--- src/rtl/wave_pkg.sv ---
// wave_pkg: shared state encoding and default widths for the waveform datapath
package wave_pkg;
  typedef enum logic {ST_IDLE, ST_RUN} state_t;
  localparam int ADDR_W = 10;
  localparam int PHASE_W = 16;
endpackage

--- src/rtl/rate_divider.sv ---
// rate_divider: loadable modulo-P counter whose registered strobe marks count P-1
module rate_divider #(
  parameter int DIV_W = 16
) (
  input  logic             clk,
  input  logic             rst,
  input  logic             clr_i,
  input  logic             en_i,
  input  logic [DIV_W-1:0] period_i,
  output logic             tc_o
);
  logic [DIV_W-1:0] per_q, per_d, cnt_q, cnt_d;
  logic tc_q, tc_d;
  // strobe is precomputed from next count so it is high exactly while count is P-1
  always_comb begin
    per_d = clr_i ? (period_i == '0 ? DIV_W'(1) : period_i) : per_q;
    cnt_d = clr_i ? '0 : en_i ? (cnt_q == per_q - DIV_W'(1) ? '0 : cnt_q + DIV_W'(1)) : cnt_q;
    tc_d = (clr_i | en_i) & (cnt_d == per_d - DIV_W'(1));
  end
  always_ff @(posedge clk or posedge rst) begin
    if (rst) begin
      per_q <= DIV_W'(1);
      cnt_q <= '0;
      tc_q <= 1'b0;
    end else begin
      per_q <= per_d;
      cnt_q <= cnt_d;
      tc_q <= tc_d;
    end
  end
  assign tc_o = tc_q;
endmodule

--- src/rtl/sample_sequencer.sv ---
// sample_sequencer: start/stop playback FSM with phase accumulator and burst counter
module sample_sequencer #(
  parameter int DIV_W = 16,
  parameter int ADDR_W = wave_pkg::ADDR_W,
  parameter int PHASE_W = wave_pkg::PHASE_W,
  parameter int CNT_W = 16
) (
  input  logic               CLOCK_50,
  input  logic               RESET,
  input  logic               start,
  input  logic               stop,
  input  logic [DIV_W-1:0]   div_period,
  input  logic [PHASE_W-1:0] phase_inc,
  input  logic [CNT_W-1:0]   burst_len,
  output logic [ADDR_W-1:0]  addr,
  output logic               load,
  output logic               busy,
  output logic               done
);
  import wave_pkg::*;
  state_t state_q, state_d;
  logic [PHASE_W-1:0] phase_q, phase_d, inc_q, inc_d;
  logic [CNT_W-1:0] len_q, len_d, scnt_q, scnt_d;
  logic done_q, done_d, go, last, load_w;
  // the final burst load leaves the phase untouched so addr holds its last value
  always_comb begin
    go = state_q == ST_IDLE && start && !stop;
    last = load_w && len_q != '0 && scnt_q == len_q - CNT_W'(1);
    state_d = go ? ST_RUN : (state_q == ST_RUN && (stop || last)) ? ST_IDLE : state_q;
    done_d = state_q == ST_RUN && last && !stop;
    inc_d = go ? phase_inc : inc_q;
    len_d = go ? burst_len : len_q;
    phase_d = go ? '0 : (load_w && !last) ? phase_q + inc_q : phase_q;
    scnt_d = go ? '0 : load_w ? scnt_q + CNT_W'(1) : scnt_q;
  end
  always_ff @(posedge CLOCK_50 or posedge RESET) begin
    if (RESET) begin
      state_q <= ST_IDLE;
      phase_q <= '0;
      inc_q <= '0;
      len_q <= '0;
      scnt_q <= '0;
      done_q <= 1'b0;
    end else begin
      state_q <= state_d;
      phase_q <= phase_d;
      inc_q <= inc_d;
      len_q <= len_d;
      scnt_q <= scnt_d;
      done_q <= done_d;
    end
  end
  rate_divider #(.DIV_W(DIV_W)) u_div (
    .clk      (CLOCK_50),
    .rst      (RESET),
    .clr_i    (go),
    .en_i     (state_d == ST_RUN && !go),
    .period_i (div_period),
    .tc_o     (load_w)
  );
  assign addr = phase_q[PHASE_W-1 -: ADDR_W];
  assign load = load_w;
  assign busy = state_q == ST_RUN;
  assign done = done_q;
endmodule

--- config.mk ---
export PLATFORM = sky130hd
export DESIGN_NAME = sample_sequencer
export DESIGN_NICKNAME = d
export VERILOG_FILES = /design/src/rtl/wave_pkg.sv /design/src/rtl/rate_divider.sv /design/src/rtl/sample_sequencer.sv
export SDC_FILE = /design/constraint.sdc
export NUM_CORES = 1
export LEC_CHECK = 0
export ABC_AREA = 1
export BUFFER_PORTS_ARGS = -buffer_cell sky130_fd_sc_hd__buf_2
export CORE_ASPECT_RATIO = 0.5
export CORE_UTILIZATION = 66
export DETAILED_ROUTE_END_ITERATION = 7
export MAX_ROUTING_LAYER = met4
export PLACE_DENSITY = 0.93
export SYNTH_ARGS = -nofsm -noshare
export SYNTH_HDL_FRONTEND = slang
export SYNTH_SLANG_ARGS = --single-unit
--- constraint.sdc ---
create_clock -name CLOCK_50 -period 5.15 [get_ports CLOCK_50]
set_input_delay 0 -clock CLOCK_50 [delete_from_list [all_inputs] [get_ports CLOCK_50]]
set_output_delay 0 -clock CLOCK_50 [all_outputs]
set_load 0.03 [all_outputs]
==> results.sh, run 1 <==
export IMPL_drtIter0Drc=546
export IMPL_synthAdderAreaFrac_pct=3.90
export IMPL_cts_resized=0
export IMPL_p_leak_nw=4.39
export IMPL_crit_path_end_kind="flip-flop"
export IMPL_min_path_type="in2reg"
export IMPL_rows=26
export IMPL_routedWlPerCell_um=15.3
export IMPL_ys_async_sr_fraction_pct=100
export IMPL_grt_max_degree=96
export IMPL_ys_types=43
export IMPL_hold_viol=0
export IMPL_syn_nets=1151
export IMPL_min_period_over_period_pct=63.0
export IMPL_yosys_area_share_xor_xnor_pct=6.76
export IMPL_final_area_mm2=0.00825
export IMPL_die_x_um=150
export IMPL_grt_setup_unrepaired="false"
export IMPL_dominantRegCellSynth="dfrtp_1"
export IMPL_slew_violations=0
export IMPL_io_pins=65
export IMPL_area_growth_pct=13.7
export IMPL_antenna_cells=0
export IMPL_cts_tree="done"
export IMPL_num_nets_final=1233
export IMPL_clkSinkCount=99
export IMPL_avgSynthCellArea_um2=6.74
export IMPL_cp_max_fo=95
export IMPL_drt_total_wl_mm=20.0
export IMPL_place_area_mm2=0.00757
export IMPL_hold_buffers=35
export IMPL_r2r_worst_path_cells=17
export IMPL_syn_area_mm2=0.00726
export IMPL_power_per_cell_area_mw_per_mm2=403
export IMPL_setup_viol=0
export IMPL_drc=0
export IMPL_slew_headroom_pct=34.8
export IMPL_place_gp_congestion=1.00
export IMPL_worstSetupPathType="reg2reg"
export IMPL_synth_edff_count=0
export IMPL_ant_nets=0
export IMPL_clock_root_buffer="clkbuf_16"
export IMPL_synth_top_family_by_area="simple AND/OR/NAND/NOR gates"
export IMPL_synth_top_area_share_pct=33.8
export IMPL_p_total_w=0.00333
export IMPL_vias=7368
export IMPL_ir_drop_mv=0.281
export IMPL_viasPerCell=5.65
export IMPL_tightest_slew_ns=0.979
export IMPL_post_cts_setup_buffers=0
export IMPL_start_util_pct=69.5
export IMPL_htree_levels=3
export IMPL_holdPathStages=3
export IMPL_clock_latency_ns=0.35
export IMPL_die_h_um=76.1
export IMPL_skew_ns=0.00747
export IMPL_synth_mux_area_share_pct=0
export IMPL_yosysWarnings=0
export IMPL_grt_ovfl_total=0
export IMPL_die_area_mm2=0.0114
export IMPL_coreArea_mm2=0.0104
export IMPL_status="completed"
export IMPL_finalCriticalPeriod_ns=3.24
export IMPL_antenna_found_initial=0
export IMPL_cp_required_ns=5.43
export IMPL_first_pass_iters=5
export IMPL_ys_ff_latch=99
export IMPL_mostFrequentLayoutCells="nand2_1, inv_1, nor2_1, dfrtp_1, nand3_1"
export IMPL_dp_cells=1253
export IMPL_track_usage_pct=38.0
export IMPL_layout_commonest_cell="nand2_1"
export IMPL_synth_seq_area_share_pct=34.2
export IMPL_ys_top_cells_by_area="dfrtp_1, nand2_1, inv_1, nand3_1, nor2_1"
export IMPL_cp_data_arrival_time_ns=3.52
export IMPL_synth_largest_area_cell="dfrtp_1"
export IMPL_synthSimpleGateAreaFrac_pct=37.3
export IMPL_layoutNonFillerInstCount=1304
export IMPL_grt_pass1_vias=7120
export IMPL_drive_gt1_share_pct=10.1
export IMPL_fin_tns_setup_ns=0
export IMPL_start_kind="flip-flop"
export IMPL_cap_violations=0
export IMPL_clkSlewWorstSetupHoldPaths_ns=0.07
export IMPL_port_buffers=64
export IMPL_synthCells=1077
export IMPL_hpwlAfterDp_mm=13.9
export IMPL_cts_buffer_depth=2
export IMPL_synth_compound_area_share_pct=7.16
export IMPL_grt_pass1_wl_mm=33.2
export IMPL_fmax_mhz=308
export IMPL_cts_made_buffers=9
state kept, by name (all words and copies together), names as in the netlist:
register,count
len_q,16
scnt_q,16
inc_q,16
done,1
u_div.per_q,16
u_div.tc_o,1
u_div.cnt_q,16
busy,1
phase_q,16
power by group:
part / switching [W] / total [W] / internal (W) / leakage, nW
combinational: 0.000924 / 0.00145 / 0.000525 / 2.97
sequential: 0.000186 / 0.00113 / 0.000939 / 1.26
clock: 0.000301 / 0.000753 / 0.000452 / 0.159
worst paths after layout:
kind                                     start              end  slack (ns)
worst max register to register            busy       u_div.tc_o        1.91
max in group asynchronous                RESET        len_q[15]        3.73
min in group asynchronous                RESET  u_div.cnt_q[10]        0.17
worst min-delay path            div_period[10]  u_div.per_q[10]        0.07
worst max-delay path                      busy       u_div.tc_o        1.91
worst min register to register        inc_q[4]         inc_q[4]        0.49
area by class of cell:
cell class                      count  area [µm²]
Clock buffer                       12         256
Clock inverter                      4        72.6
Fill cell                         765        2190
Inverter                          151         572
Multi-Input combinational cell    796        4010
Sequential cell                    99        2480
Tap cell                          140         175
Timing Repair Buffer              102         693
cell usage after synthesis, drive strengths merged (2+ instances only):
master,count
a21oi,26
nand3b,9
or2,4
xnor2,17
o21ai,60
nor3b,2
nand2,355
nor3,18
o21a,3
nand3,85
nand4,29
nor4,4
ha,21
dfrtp,98
a31oi,3
xor2,39
inv,151
nor2,111
clkbuf,13
buf,18
logic make-up after synthesis:
| group | count (synthesis) |
|---|---|
| AO/OA/AOI/OAI | 98 |
| buffers and inverters | 182 |
| AND/OR/NAND/NOR | 620 |
| XOR/XNOR | 56 |
| adder cells (fa/ha/maj) | 22 |
| flip-flops | 99 |
worst max-delay path, cell delays in order, from the launching register on:
cell	delay [ns]
dfrtp_1	0.35
inv_1	0.08
nand3_4	0.08
buf_4	0.75
o21ai_0	0.34
inv_1	0.18
nand3_1	0.14
nor2_2	0.18
nand2_1	0.12
nor2_2	0.13
nand2_1	0.08
xor2_1	0.19
inv_1	0.07
nand2_1	0.07
nand3_1	0.09
nor2_1	0.12
nand3_1	0.08
nor2_1	0.09
metrics by stage:
step / worst slack (ns) / utilization [%] / hold WS (ns)
CTS: 1.98 / 79.0 / 0.0658
floorplan: 2.55 / - / 0.0735
global placement: 2.22 / 72.5 / -0.0226
detailed placement: 2.03 / 72.5 / -0.0176
finish: 1.91 / 79.0 / 0.0740
global route: 1.63 / 79.0 / 0.0977
layer usage:
metal | part of all wire, % | global-route usage (%) | vias to the layer above
met4 | 2.3 | 11.7 | 0
met2 | 48 | 64.3 | 338
met1 | 42 | 46.6 | 3413
met5 | 0 | - | -
met3 | 7.5 | 6.11 | 52
li1 | - | - | 3565
Note: power is estimated with default switching activity, not from simulation.
==> run 2: changes to the inputs <==
Settings changed: CORE_UTILIZATION 66 to 61, PLACE_DENSITY 0.93 to 0.87.
Clock period 5.15 ns to 3 ns, I/O delays scaled along.
==> run 2 against run 1 <==
  * Sequential power rose by 70%
  * Hold slack worse by 0.052 ns
  * First-iteration DRC count grew 23%
  * Cell area increased by 1.5%
  * Combinational power up 73%
  * Flip-flop and latch count unchanged
  * Worst setup slack got worse by 1.7 ns
  * Register-to-register slack got worse by 1.7 ns
  * Power grew 70%
==> results.sh, run 2 (synthesis gave the netlist of run 1 again) <==
export IMPL_grt_ovfl_total=0
export IMPL_place_gp_congestion=0.972
export IMPL_viasPerCell=5.43
export IMPL_rows=27
export IMPL_drc=0
export IMPL_skew_ns=0.00679
export IMPL_cp_data_arrival_time_ns=3.12
export IMPL_first_pass_iters=5
export IMPL_clockPowerShare_pct=21.5
export IMPL_slew_violations=0
export IMPL_r2r_start="len_q[0]"
export IMPL_min_period_over_period_pct=94.3
export IMPL_grt_pass1_vias=6888
export IMPL_coreArea_mm2=0.0113
export IMPL_htree_levels=3
export IMPL_p_leak_nw=4.44
export IMPL_layout_commonest_cell="nand2_1"
export IMPL_slew_headroom_pct=47.1
export IMPL_r2r_slack_ns=0.17
export IMPL_power_frac_seq_pct=34.1
export IMPL_mostFrequentLayoutCells="nand2_1, inv_1, nor2_1, dfrtp_1, nand3_1"
export IMPL_drive_gt1_share_pct=11.5
export IMPL_cts_buffer_depth=2
export IMPL_place_area_mm2=0.00766
export IMPL_ir_drop_mv=0.439
export IMPL_p_comb_share_pct=44.4
export IMPL_vias=7254
export IMPL_die_x_um=156
export IMPL_status="completed"
export IMPL_fin_tns_setup_ns=0
export IMPL_fmax_mhz=353
export IMPL_die_h_um=79.1
export IMPL_whs_endpoint="u_div.per_q[15]"
export IMPL_worstSetupPathType="reg2reg"
export IMPL_p_sw_share_pct=44.0
export IMPL_hpwlAfterDp_mm=14.3
export IMPL_num_nets_final=1245
export IMPL_tightest_slew_ns=0.785
export IMPL_clkSinkCount=99
export IMPL_antenna_cells=0
export IMPL_hold_viol=0
export IMPL_p_total_w=0.00565
export IMPL_clock_root_buffer="clkbuf_16"
export IMPL_clkSlewWorstSetupHoldPaths_ns=0.08
export IMPL_cap_violations=0
export IMPL_holdPathStages=3
export IMPL_routedWlPerCell_um=14.8
export IMPL_setup_viol=0
export IMPL_start_kind="flip-flop"
export IMPL_cp_max_fo=9
export IMPL_finalCriticalPeriod_ns=2.83
export IMPL_postLayoutCoreUtil_pct=74.2
export IMPL_min_path_type="in2reg"
export IMPL_crit_path_end_kind="flip-flop"
export IMPL_p_sw_w=0.00248
export IMPL_final_area_mm2=0.00837
export IMPL_port_buffers=64
export IMPL_drt_total_wl_mm=19.8
export IMPL_cts_tree="done"
export IMPL_ant_nets=0
export IMPL_cp_required_ns=3.29
export IMPL_internal_power_w=0.00316
export IMPL_clock_latency_ns=0.36
export IMPL_grt_setup_unrepaired="false"
export IMPL_io_pins=65
export IMPL_start_util_pct=64.3
export IMPL_track_usage_pct=35.0
export IMPL_drtIter0Drc=670
export IMPL_area_growth_pct=15.4
export IMPL_die_area_mm2=0.0124
export IMPL_r2r_worst_path_cells=19
export IMPL_hold_start="div_period[15]"
export IMPL_cts_made_buffers=9
export IMPL_grt_max_degree=57
export IMPL_grt_pass1_wl_mm=32.8
export IMPL_antenna_found_initial=0
export IMPL_rr_endpoint="u_div.tc_o"
export IMPL_power_per_cell_area_mw_per_mm2=674
## run 2: area by class of cell
class / count / area [µm²]
clock buffer: 11 / 253
clock inverter: 5 / 50.0
fill: 922 / 2910
inverter: 151 / 576
multi-input combinational: 796 / 4030
sequential: 99 / 2480
tap: 159 / 199
timing repair buffer: 114 / 783
## run 2: critical path, stage by stage (launching register included)
cell     delay (ns)
dfrtp_1        0.40
inv_1          0.13
ha_1           0.23
nand2_2        0.14
nor2_4         0.18
nand2_1        0.11
xor2_2         0.14
nand2_1        0.08
nor2_2         0.19
nand3_4        0.15
nand2_8        0.14
buf_4          0.16
nand2_1        0.07
nand3_1        0.11
nand2_1        0.06
nand2_1        0.05
nand2_1        0.09
nor2_1         0.13
nand3_1        0.09
nor2_1         0.09
## run 2: layer usage
layer	part of all wire (%)	up-vias	GRT usage, %	routed length (µm)
met1	45	3346	44.4	9000
met4	2.5	0	10.0	488
met5	0	-	-	0
li1	-	3586	-	-
met3	6.4	49	7.37	1260
met2	46	273	57.0	9080
## run 2: worst max-delay path by stage
stage,startpoint,endpoint,slack (ns),depth (start not counted)
after floorplan,busy,u_div.tc_o,0.40,19
after global placement,len_q[0],u_div.tc_o,0.13,18
after detailed placement,len_q[0],u_div.tc_o,0.09,18
after CTS,len_q[0],u_div.tc_o,0.06,18
after global routing,phase_q[4],phase_q[15],0.002,12
final,len_q[0],u_div.tc_o,0.17,19
## run 2: power groups by stage
stage / combinational (W) / sequential, W / clock [W]
floorplan: 0.00196 / 0.00184 / 0
global placement: 0.00232 / 0.00192 / 0
detailed placement: 0.00240 / 0.00193 / 0
CTS: 0.00245 / 0.00191 / 0.00122
global route: 0.00282 / 0.00195 / 0.00127
finish: 0.00251 / 0.00192 / 0.00121
## run 2: repair_timing
item,in CTS,in global routing
buffers inserted,0,3
resized for setup,0,6
endpoints found under the setup margin,0,16
hold buffers,35,0
endpoints found under the hold margin,87,0
## run 2: stage by stage
stage,setup WS (ns),hold slack [ns],cells
2_1_floorplan,0.399,0.0735,1077
3_3_place_gp,0.130,0.160,1281
3_5_place_dp,0.0943,0.174,1281
4_1_cts,0.0584,0.0184,1332
5_1_grt,0.00170,0.0488,1335
6_report,0.171,0.0217,1335
